$ cat config.mk
export PLATFORM = sky130hd
export DESIGN_NAME = shared_sram_arbiter
export DESIGN_NICKNAME = d
export VERILOG_FILES = /design/src/rtl/shared_sram_arbiter.sv
export SDC_FILE = /design/constraint.sdc
export NUM_CORES = 1
export LEC_CHECK = 0
export CAP_MARGIN = 15
export CORE_MARGIN = 2
export CORE_UTILIZATION = 23
export DETAILED_ROUTE_END_ITERATION = 10
export PLACE_DENSITY_LB_ADDON = 0.25
export SYNTH_ARGS = -nofsm -noshare
export SYNTH_HDL_FRONTEND = slang
export SYNTH_SLANG_ARGS = --single-unit
$ cat constraint.sdc
create_clock -name clk -period 4.5 [get_ports clk]
set_clock_uncertainty 0.15 [all_clocks]
set_input_delay 0.45 -clock clk [delete_from_list [all_inputs] [get_ports clk]]
set_output_delay 0.45 -clock clk [all_outputs]
set_load 0.03 [all_outputs]
$ cat src/rtl/shared_sram_arbiter.sv
// Shared SRAM arbiter: grants the single external SRAM port to either the instruction-fetch
// requester or the MEM-stage data requester, runs a fixed wait-stated access, then pulses the
// owner's ready for one cycle.
//
// Ports:
//   clk, rst            clock; asynchronous active-high reset
//   if_req_i/if_addr_i  fetch request (held until if_ready_o) and byte address
//   if_rdata_o          last fetched word; if_ready_o one-cycle completion pulse
//   d_req_i/d_we_i      data request (held until d_ready_o); 1 = store, 0 = load
//   d_addr_i/d_wdata_i  data byte address and store data
//   d_rdata_o           last loaded word; d_ready_o one-cycle completion pulse
//   sram_*_o            SRAM enable, write enable, word-aligned address, write data
//   sram_rdata_i        SRAM read data, valid in the last access cycle
//   grant_data_o        current or most recent owner (1 = data, 0 = fetch)
module shared_sram_arbiter #(
    parameter int unsigned ADDR_W      = 32,
    parameter int unsigned DATA_W      = 32,
    parameter int unsigned WAIT_CYCLES = 4,
    parameter int unsigned CNT_W       = 4
) (
    input  logic              clk,
    input  logic              rst,
    input  logic              if_req_i,
    input  logic [ADDR_W-1:0] if_addr_i,
    output logic [DATA_W-1:0] if_rdata_o,
    output logic              if_ready_o,
    input  logic              d_req_i,
    input  logic              d_we_i,
    input  logic [ADDR_W-1:0] d_addr_i,
    input  logic [DATA_W-1:0] d_wdata_i,
    output logic [DATA_W-1:0] d_rdata_o,
    output logic              d_ready_o,
    output logic              sram_en_o,
    output logic              sram_we_o,
    output logic [ADDR_W-1:0] sram_addr_o,
    output logic [DATA_W-1:0] sram_wdata_o,
    input  logic [DATA_W-1:0] sram_rdata_i,
    output logic              grant_data_o
);

    typedef enum logic [1:0] {
        StIdle,
        StAccess,
        StDone
    } state_e;

    localparam logic [CNT_W-1:0]  CntLast   = CNT_W'(WAIT_CYCLES - 1);
    localparam logic [ADDR_W-1:0] AlignMask = ~ADDR_W'(3);

    state_e            state_q, state_d;
    logic [CNT_W-1:0]  cnt_q, cnt_d;
    // Owner of the current access; between accesses it is the last owner, which is what
    // the round-robin tie-break needs, so one register serves both roles.
    logic              owner_q, owner_d;
    logic [ADDR_W-1:0] addr_q, addr_d;
    logic              we_q, we_d;
    logic [DATA_W-1:0] wdata_q, wdata_d;
    logic [DATA_W-1:0] if_rdata_q, if_rdata_d;
    logic [DATA_W-1:0] d_rdata_q, d_rdata_d;
    logic              grant_data;

    always_ff @(posedge clk or posedge rst) begin
        if (rst) begin
            state_q    <= StIdle;
            cnt_q      <= '0;
            owner_q    <= 1'b0;
            addr_q     <= '0;
            we_q       <= 1'b0;
            wdata_q    <= '0;
            if_rdata_q <= '0;
            d_rdata_q  <= '0;
        end else begin
            state_q    <= state_d;
            cnt_q      <= cnt_d;
            owner_q    <= owner_d;
            addr_q     <= addr_d;
            we_q       <= we_d;
            wdata_q    <= wdata_d;
            if_rdata_q <= if_rdata_d;
            d_rdata_q  <= d_rdata_d;
        end
    end

    always_comb begin
        state_d    = state_q;
        cnt_d      = cnt_q;
        owner_d    = owner_q;
        addr_d     = addr_q;
        we_d       = we_q;
        wdata_d    = wdata_q;
        if_rdata_d = if_rdata_q;
        d_rdata_d  = d_rdata_q;
        grant_data = 1'b0;
        sram_en_o  = 1'b0;
        sram_we_o  = 1'b0;
        if_ready_o = 1'b0;
        d_ready_o  = 1'b0;

        case (state_q)
            StIdle: begin
                if (if_req_i || d_req_i) begin
                    // Under contention the requester that did not own the last access wins.
                    grant_data = d_req_i && (!if_req_i || !owner_q);
                    owner_d    = grant_data;
                    cnt_d      = '0;
                    state_d    = StAccess;
                    if (grant_data) begin
                        addr_d  = d_addr_i & AlignMask;
                        we_d    = d_we_i;
                        wdata_d = d_wdata_i;
                    end else begin
                        addr_d  = if_addr_i & AlignMask;
                    end
                end
            end
            StAccess: begin
                sram_en_o = 1'b1;
                sram_we_o = owner_q && we_q;
                cnt_d     = cnt_q + CNT_W'(1);
                if (cnt_q == CntLast) begin
                    if (!owner_q) begin
                        if_rdata_d = sram_rdata_i;
                    end else if (!we_q) begin
                        d_rdata_d = sram_rdata_i;
                    end
                    state_d = StDone;
                end
            end
            StDone: begin
                if_ready_o = !owner_q;
                d_ready_o  = owner_q;
                state_d    = StIdle;
            end
            default: state_d = StIdle;
        endcase
    end

    assign sram_addr_o  = addr_q;
    assign sram_wdata_o = wdata_q;
    assign if_rdata_o   = if_rdata_q;
    assign d_rdata_o    = d_rdata_q;
    assign grant_data_o = owner_q;

endmodule

* After elaboration in Yosys (flattened, before gate mapping)
Cells that the tools add are included.
** Operators by class
- $add $sub $neg :: 1
- Equal/unequal tests :: 5
- Multiplexer cells :: 10
- Bitwise logic cells :: 2
- Reduce and logical (&&, ||, !) cells :: 14
** Operators by type and width (number)
- 32-bit 2-to-1 mux :: 1
- 4-bit one-hot mux with 2 select lines :: 1
- 2-bit AND reduction :: 3
- 3-bit AND reduction :: 2
- 4-bit by 1-bit adder with 4-bit output (second input constant) :: 1
- 4-bit by 2-bit == test with 1-bit output (second input constant) :: 1
- 1-bit 2-to-1 mux :: 4
- 2-bit 2-to-1 mux :: 2
- 4-bit 2-to-1 mux :: 1
- 2-bit inequality test (second input constant) :: 2
- 2-bit one-hot mux with 2 select lines :: 1
- 4-bit AND reduction :: 1
- 2-bit by 1-bit == test with 1-bit output (second input constant) :: 1
- 2-bit == test (second input constant) :: 1
- 1-bit logical AND :: 2
- 1-bit zero test :: 2
- 2-bit zero test :: 1
- 1-bit logical OR :: 2
- 1-bit NOT :: 2
- 2-bit nonzero test :: 1
** Word-level totals
- Bits in registers :: 136
- Input port bits :: 133
- Output and inout port bits :: 133
- Word-level logic and storage cells :: 40

* Depth between registers and ports, before layout
- Depth in word-level cells :: 4
- Gate-level depth with buffers :: 6
- Gate-level depth less buffers :: 4

* Worst setup path before layout
OpenSTA, ideal clock, no wires.
- Kind :: reg-to-reg
- Start :: register cnt_q[0]
- End :: register d_rdata_q[0], in the netlist d_rdata_o[0]
- Setup time :: 125 ps
- Arrival :: 1892 ps
- Data required time :: 4225 ps
- Path slack :: 2333 ps
- Cell stages (with the launch flop) :: 7
- Buffers on the path :: 2
- Clock period less this slack :: 2167 ps
- Cells stage by stage :: dfrtp_1 -> ha_1 -> or3b_4 -> or4_1 -> buf_2 -> buf_6 -> mux2_4
** On the way
- Cells in the longest elaborated chain, start to end :: 2
** Ends and longest elaborated chain
- start, declared :: RTL line 51 : logic [CNT_W-1:0] cnt_q, cnt_d;
- start signal, assigned :: RTL line 74 : cnt_q <= cnt_d;
- 4-bit by 2-bit == test with 1-bit output :: RTL line 120 : if (cnt_q == CntLast) begin
- 4-bit AND reduction (no source line)
- end signal, assigned :: RTL line 80 : d_rdata_q <= d_rdata_d;
- end, declared :: RTL line 59 : logic [DATA_W-1:0] d_rdata_q, d_rdata_d;
Every way passes these cells.
A chain may end at the register's enable or synchronous reset.

* Worst setup path after layout
- Start :: register state_q[1]
- End :: output port sram_we_o
** On the way
- Cells in the longest elaborated chain, start to end :: 2
** Ends and longest elaborated chain
- start, declared :: RTL line 50 : state_e state_q, state_d;
- start signal, assigned :: RTL line 64 : state_q <= StIdle;
- start signal, assigned :: RTL line 73 : state_q <= state_d;
- 2-bit by 1-bit == test with 1-bit output :: RTL line 99 : case (state_q)
- 1-bit 2-to-1 mux :: RTL line 99
- end, declared :: RTL line 34 : output logic sram_we_o,
Every way passes these cells.

==> results.txt <==
The total power consumption of the routed design came out at 7.34 mW. For this configuration, the core starts out at a cell density of 23.5%. At the end of the flow, the number of nets in the layout was 743. The number of port buffers came out at 259. The number of antenna violations at the first check in global routing came out at 0. Among all flip-flop cells after synthesis, the most frequent one is sky130_fd_sc_hd__dfrtp_1. The static power due to leakage came out at 3.81 nW. The type of the worst setup path is reg2out.

The headroom to the max-slew limit came out at 49.6%. The clock latency at the later pin of the worst-skew pair is 0.41 ns. The highest cell delay on the worst timing path is 0.69 ns. The cell count after synthesis came out at 344. The min-delay analysis places its worst path in the category reg2reg.

The number of violations reported at the end of detailed-routing iteration 0 is 147. The required time at the endpoint of the critical path is 3.90 ns. Counting flops with an async set or reset pin after synthesis yields a share of 100%.

The clock transition at the registers of the reported paths came out at 0.06 ns. The detail route stage leaves a number of antenna-violating nets equal to 0. The count of filler cells inserted in the layout is 2264. The register area came out at 3350 um^2.

The netlist uses 27 different library cells. The post-route DRC violation count came out at 0. The number of flip-flops and latches in the synthesized netlist came out at 134. The worst-case IR drop observed on VDD is 0.311 mV. The number of enable flip-flop cells after synthesis came out at 0. The total of cells resized after clock tree synthesis came out at 0. The chip height came out at 159 um. The overall routing resource usage is 11.8%. TritonCTS created 17 clock buffers.

The global-route wire length before repair came out at 23800 um. After legalization and detailed placement, the total HPWL measured 10300 um. The data arrival time of the worst path came out at 2.29 ns. The worst path buffer plus inverter count came out at 2. After synthesis, the cell types taking the most area are sky130_fd_sc_hd__dfrtp_1, sky130_fd_sc_hd__mux2_2, sky130_fd_sc_hd__mux2_4, sky130_fd_sc_hd__buf_2, sky130_fd_sc_hd__buf_6. The area taken by multi-input logic gates came out at 2090 um^2. The number of top-level pins is 266. The deepest level of the CTS H-tree is 4. The number of optimization iterations in the first detailed-route pass is 4.

The number of pins exceeding their max-slew limit in the final report came out at 0. The maximum buffer depth of the clock tree is 2. The top achievable clock speed came out at 346 MHz. The setup violation total in the final timing report came out at 0. Once the clock tree was built, the setup fixing pass inserted 0 buffers. The post-synth design cell area is 5560 um^2. The clock root buffer is sky130_fd_sc_hd__clkbuf_16. The power density of the placed cells is 806 nW/um^2. The slowest stage of the critical path is the sky130_fd_sc_hd__clkdlybuf4s50_1 cell.

The signal on the critical path passes through nand2b_1, inv_1, and3_1, clkdlybuf4s50_1. The synthesized area per cell is 16.1 um^2. The synthesis warning total came out at 0. Using the TritonRoute via totals, the vias-per-cell ratio works out to 4.04. In this design, the largest share of critical-path delay is due to buffers and inverters. The routed design has 14600 um of wire. The antenna diode count came out at 0.

The number of global-route vias before repair is 4295. The area of the die came out at 25400 um^2. Compared with the post-synthesis result, the final layout area differs by 64.0%. The clock tree from TritonCTS is built. The routed wirelength normalized by instance count is 15.5 um. Of all cell types, the one taking the most synthesized area is sky130_fd_sc_hd__dfrtp_1.

The max-capacitance violation count came out at 0. Setup repair after global routing left no endpoint under its margin. STA classifies the critical path startpoint as a flop. The clock drives 134 sinks. Routability-driven placement finished with a final weighted congestion of 0.708.

The floorplan step set the die width to 159 um. Summing over every cut layer, the via total after detailed routing is 3797. In the finished design, the share of the clock period the worst path needs comes to 64.3%.

The hold violation total from the final report came out at 0. The run finished with clean final reports. The top cell type's share of synthesized area is 60.4%. The number of placement rows came out at 56. The pin count of the biggest net entering global routing is 67. The global route total overflow is 0. The slew at the pin closest to its max-slew limit is 0.756 ns. The kind of end point of the critical path is an output pin.

The share of cells above drive strength 1 came out at 31.3%. Setup total negative slack on the finished layout was measured at 0 ns. The count of hold buffers inserted by post-cts repair came out at 0. The sequential-to-total area share from yosys stat came out at 60.4%. The minimum clock period came out at 2.89 ns.

The core region is 23600 um^2. The maximum fanout along the worst path came out at 8.
-- power by group --
group	internal, mW	switching [mW]	total [mW]
clock	0.949	0.512	1.46
combinational	1.80	1.92	3.72
sequential	1.82	0.339	2.16
-- cell usage in the layout (no fill, tap or decap) --
cell type	n
sky130_fd_sc_hd__clkinvlp_4	1
sky130_fd_sc_hd__nand2b_1	1
sky130_fd_sc_hd__a21bo_2	1
sky130_fd_sc_hd__and3_1	1
sky130_fd_sc_hd__inv_1	3
sky130_fd_sc_hd__conb_1	2
sky130_fd_sc_hd__a21o_1	1
sky130_fd_sc_hd__clkbuf_16	17
sky130_fd_sc_hd__mux2_1	3
sky130_fd_sc_hd__nand2_1	3
sky130_fd_sc_hd__clkinv_2	3
sky130_fd_sc_hd__dfrtp_1	134
sky130_fd_sc_hd__nor3_4	2
sky130_fd_sc_hd__nand3b_1	1
sky130_fd_sc_hd__clkbuf_8	2
sky130_fd_sc_hd__o21bai_1	1
sky130_fd_sc_hd__mux2_4	30
sky130_fd_sc_hd__or4_2	1
sky130_fd_sc_hd__nand3_1	2
sky130_fd_sc_hd__clkdlybuf4s50_1	259
sky130_fd_sc_hd__clkbuf_1	2
sky130_fd_sc_hd__or3b_4	1
sky130_fd_sc_hd__buf_4	6
sky130_fd_sc_hd__o21ai_0	3
sky130_fd_sc_hd__or3_1	2
sky130_fd_sc_hd__nor3b_1	2
sky130_fd_sc_hd__bufinv_16	4
sky130_fd_sc_hd__o311ai_0	2
sky130_fd_sc_hd__inv_6	1
sky130_fd_sc_hd__mux2_2	124
sky130_fd_sc_hd__nor2_1	3
sky130_fd_sc_hd__clkinv_4	1
sky130_fd_sc_hd__ha_1	1
-- Yosys cell counts (3+ instances only) --
cell	number
sky130_fd_sc_hd__nor2_1	3
sky130_fd_sc_hd__buf_2	7
sky130_fd_sc_hd__mux2_2	124
sky130_fd_sc_hd__nand2_1	3
sky130_fd_sc_hd__mux2_4	30
sky130_fd_sc_hd__o21ai_0	3
sky130_fd_sc_hd__mux2_1	3
sky130_fd_sc_hd__buf_6	3
sky130_fd_sc_hd__inv_1	4
sky130_fd_sc_hd__clkbuf_1	8
sky130_fd_sc_hd__dfrtp_1	134
-- final timing paths --
check	end	slack, ns	from	cells past startpoint
setup / recovery	sram_we_o	1.61	state_q[1]	4
hold / removal	if_rdata_o[23]	0.33	if_rdata_o[23]	1
setup reg to reg	d_rdata_o[28]	1.91	cnt_q[0]	5
hold reg to reg	if_rdata_o[23]	0.33	if_rdata_o[23]	1
max in group asynchronous	sram_wdata_o[9]	2.90	rst	3
min in group asynchronous	d_rdata_o[25]	0.37	rst	2
-- kinds of logic (layout without fill, tap and decap cells) --
group	Yosys count	after routing	synth area share [%]
AO/OA/AOI/OAI	8	8	1.04
AND/OR/NAND/NOR	19	19	2.14
flip-flops	134	134	60.4
buffers and inverters	24	299	2.32
other	1	2	0.0675
adder cells (fa/ha/maj)	1	1	0.225
multiplexers	157	157	33.9
-- routing by layer --
metal	up-vias	routed length [um]	track usage, %
met2	158	7390	20.0
li1	1748	-	-
met1	1881	5820	13.7
met4	0	154	3.06
met3	10	1220	5.26
met5	-	0	0
-- per-stage QoR --
stage | hold WS [ns] | utilization [%] | area [um^2] | std cells | setup slack (ns)
2_1_floorplan | 0.325 | - | 5560 | 345 | 0.317
3_3_place_gp | 0.321 | 36.0 | 8500 | 909 | 1.66
3_5_place_dp | 0.325 | 36.0 | 8500 | 909 | 1.60
4_1_cts | 0.338 | 38.6 | 9110 | 939 | 1.59
5_1_grt | 0.355 | 38.6 | 9110 | 939 | 1.48
6_report | 0.335 | 38.6 | 9110 | 939 | 1.61
-- worst register-to-register path: stages (launching register included) --
cell and delay, ns:
sky130_fd_sc_hd__dfrtp_1 0.39, sky130_fd_sc_hd__ha_1 0.18, sky130_fd_sc_hd__or3b_4 0.42, sky130_fd_sc_hd__or4_2 0.58
sky130_fd_sc_hd__buf_4 0.36, sky130_fd_sc_hd__mux2_4 0.40
-- flip-flops by register name, summed over array words and instances (netlist names) --
register      count
sram_wdata_o     32
we_q              1
cnt_q             4
if_rdata_o       32
sram_addr_o      30
grant_data_o      1
d_rdata_o        32
state_q           2
-- cell type report --
cell class,instances,area share (%)
sequential,134,36.8
timing repair buffer,265,28.9
multi-input combinational,187,22.9
clock buffer,21,5.05
tap,319,4.38
clock inverter,9,1.66
inverter,4,0.220
Power figures use the tool's default switching activity.
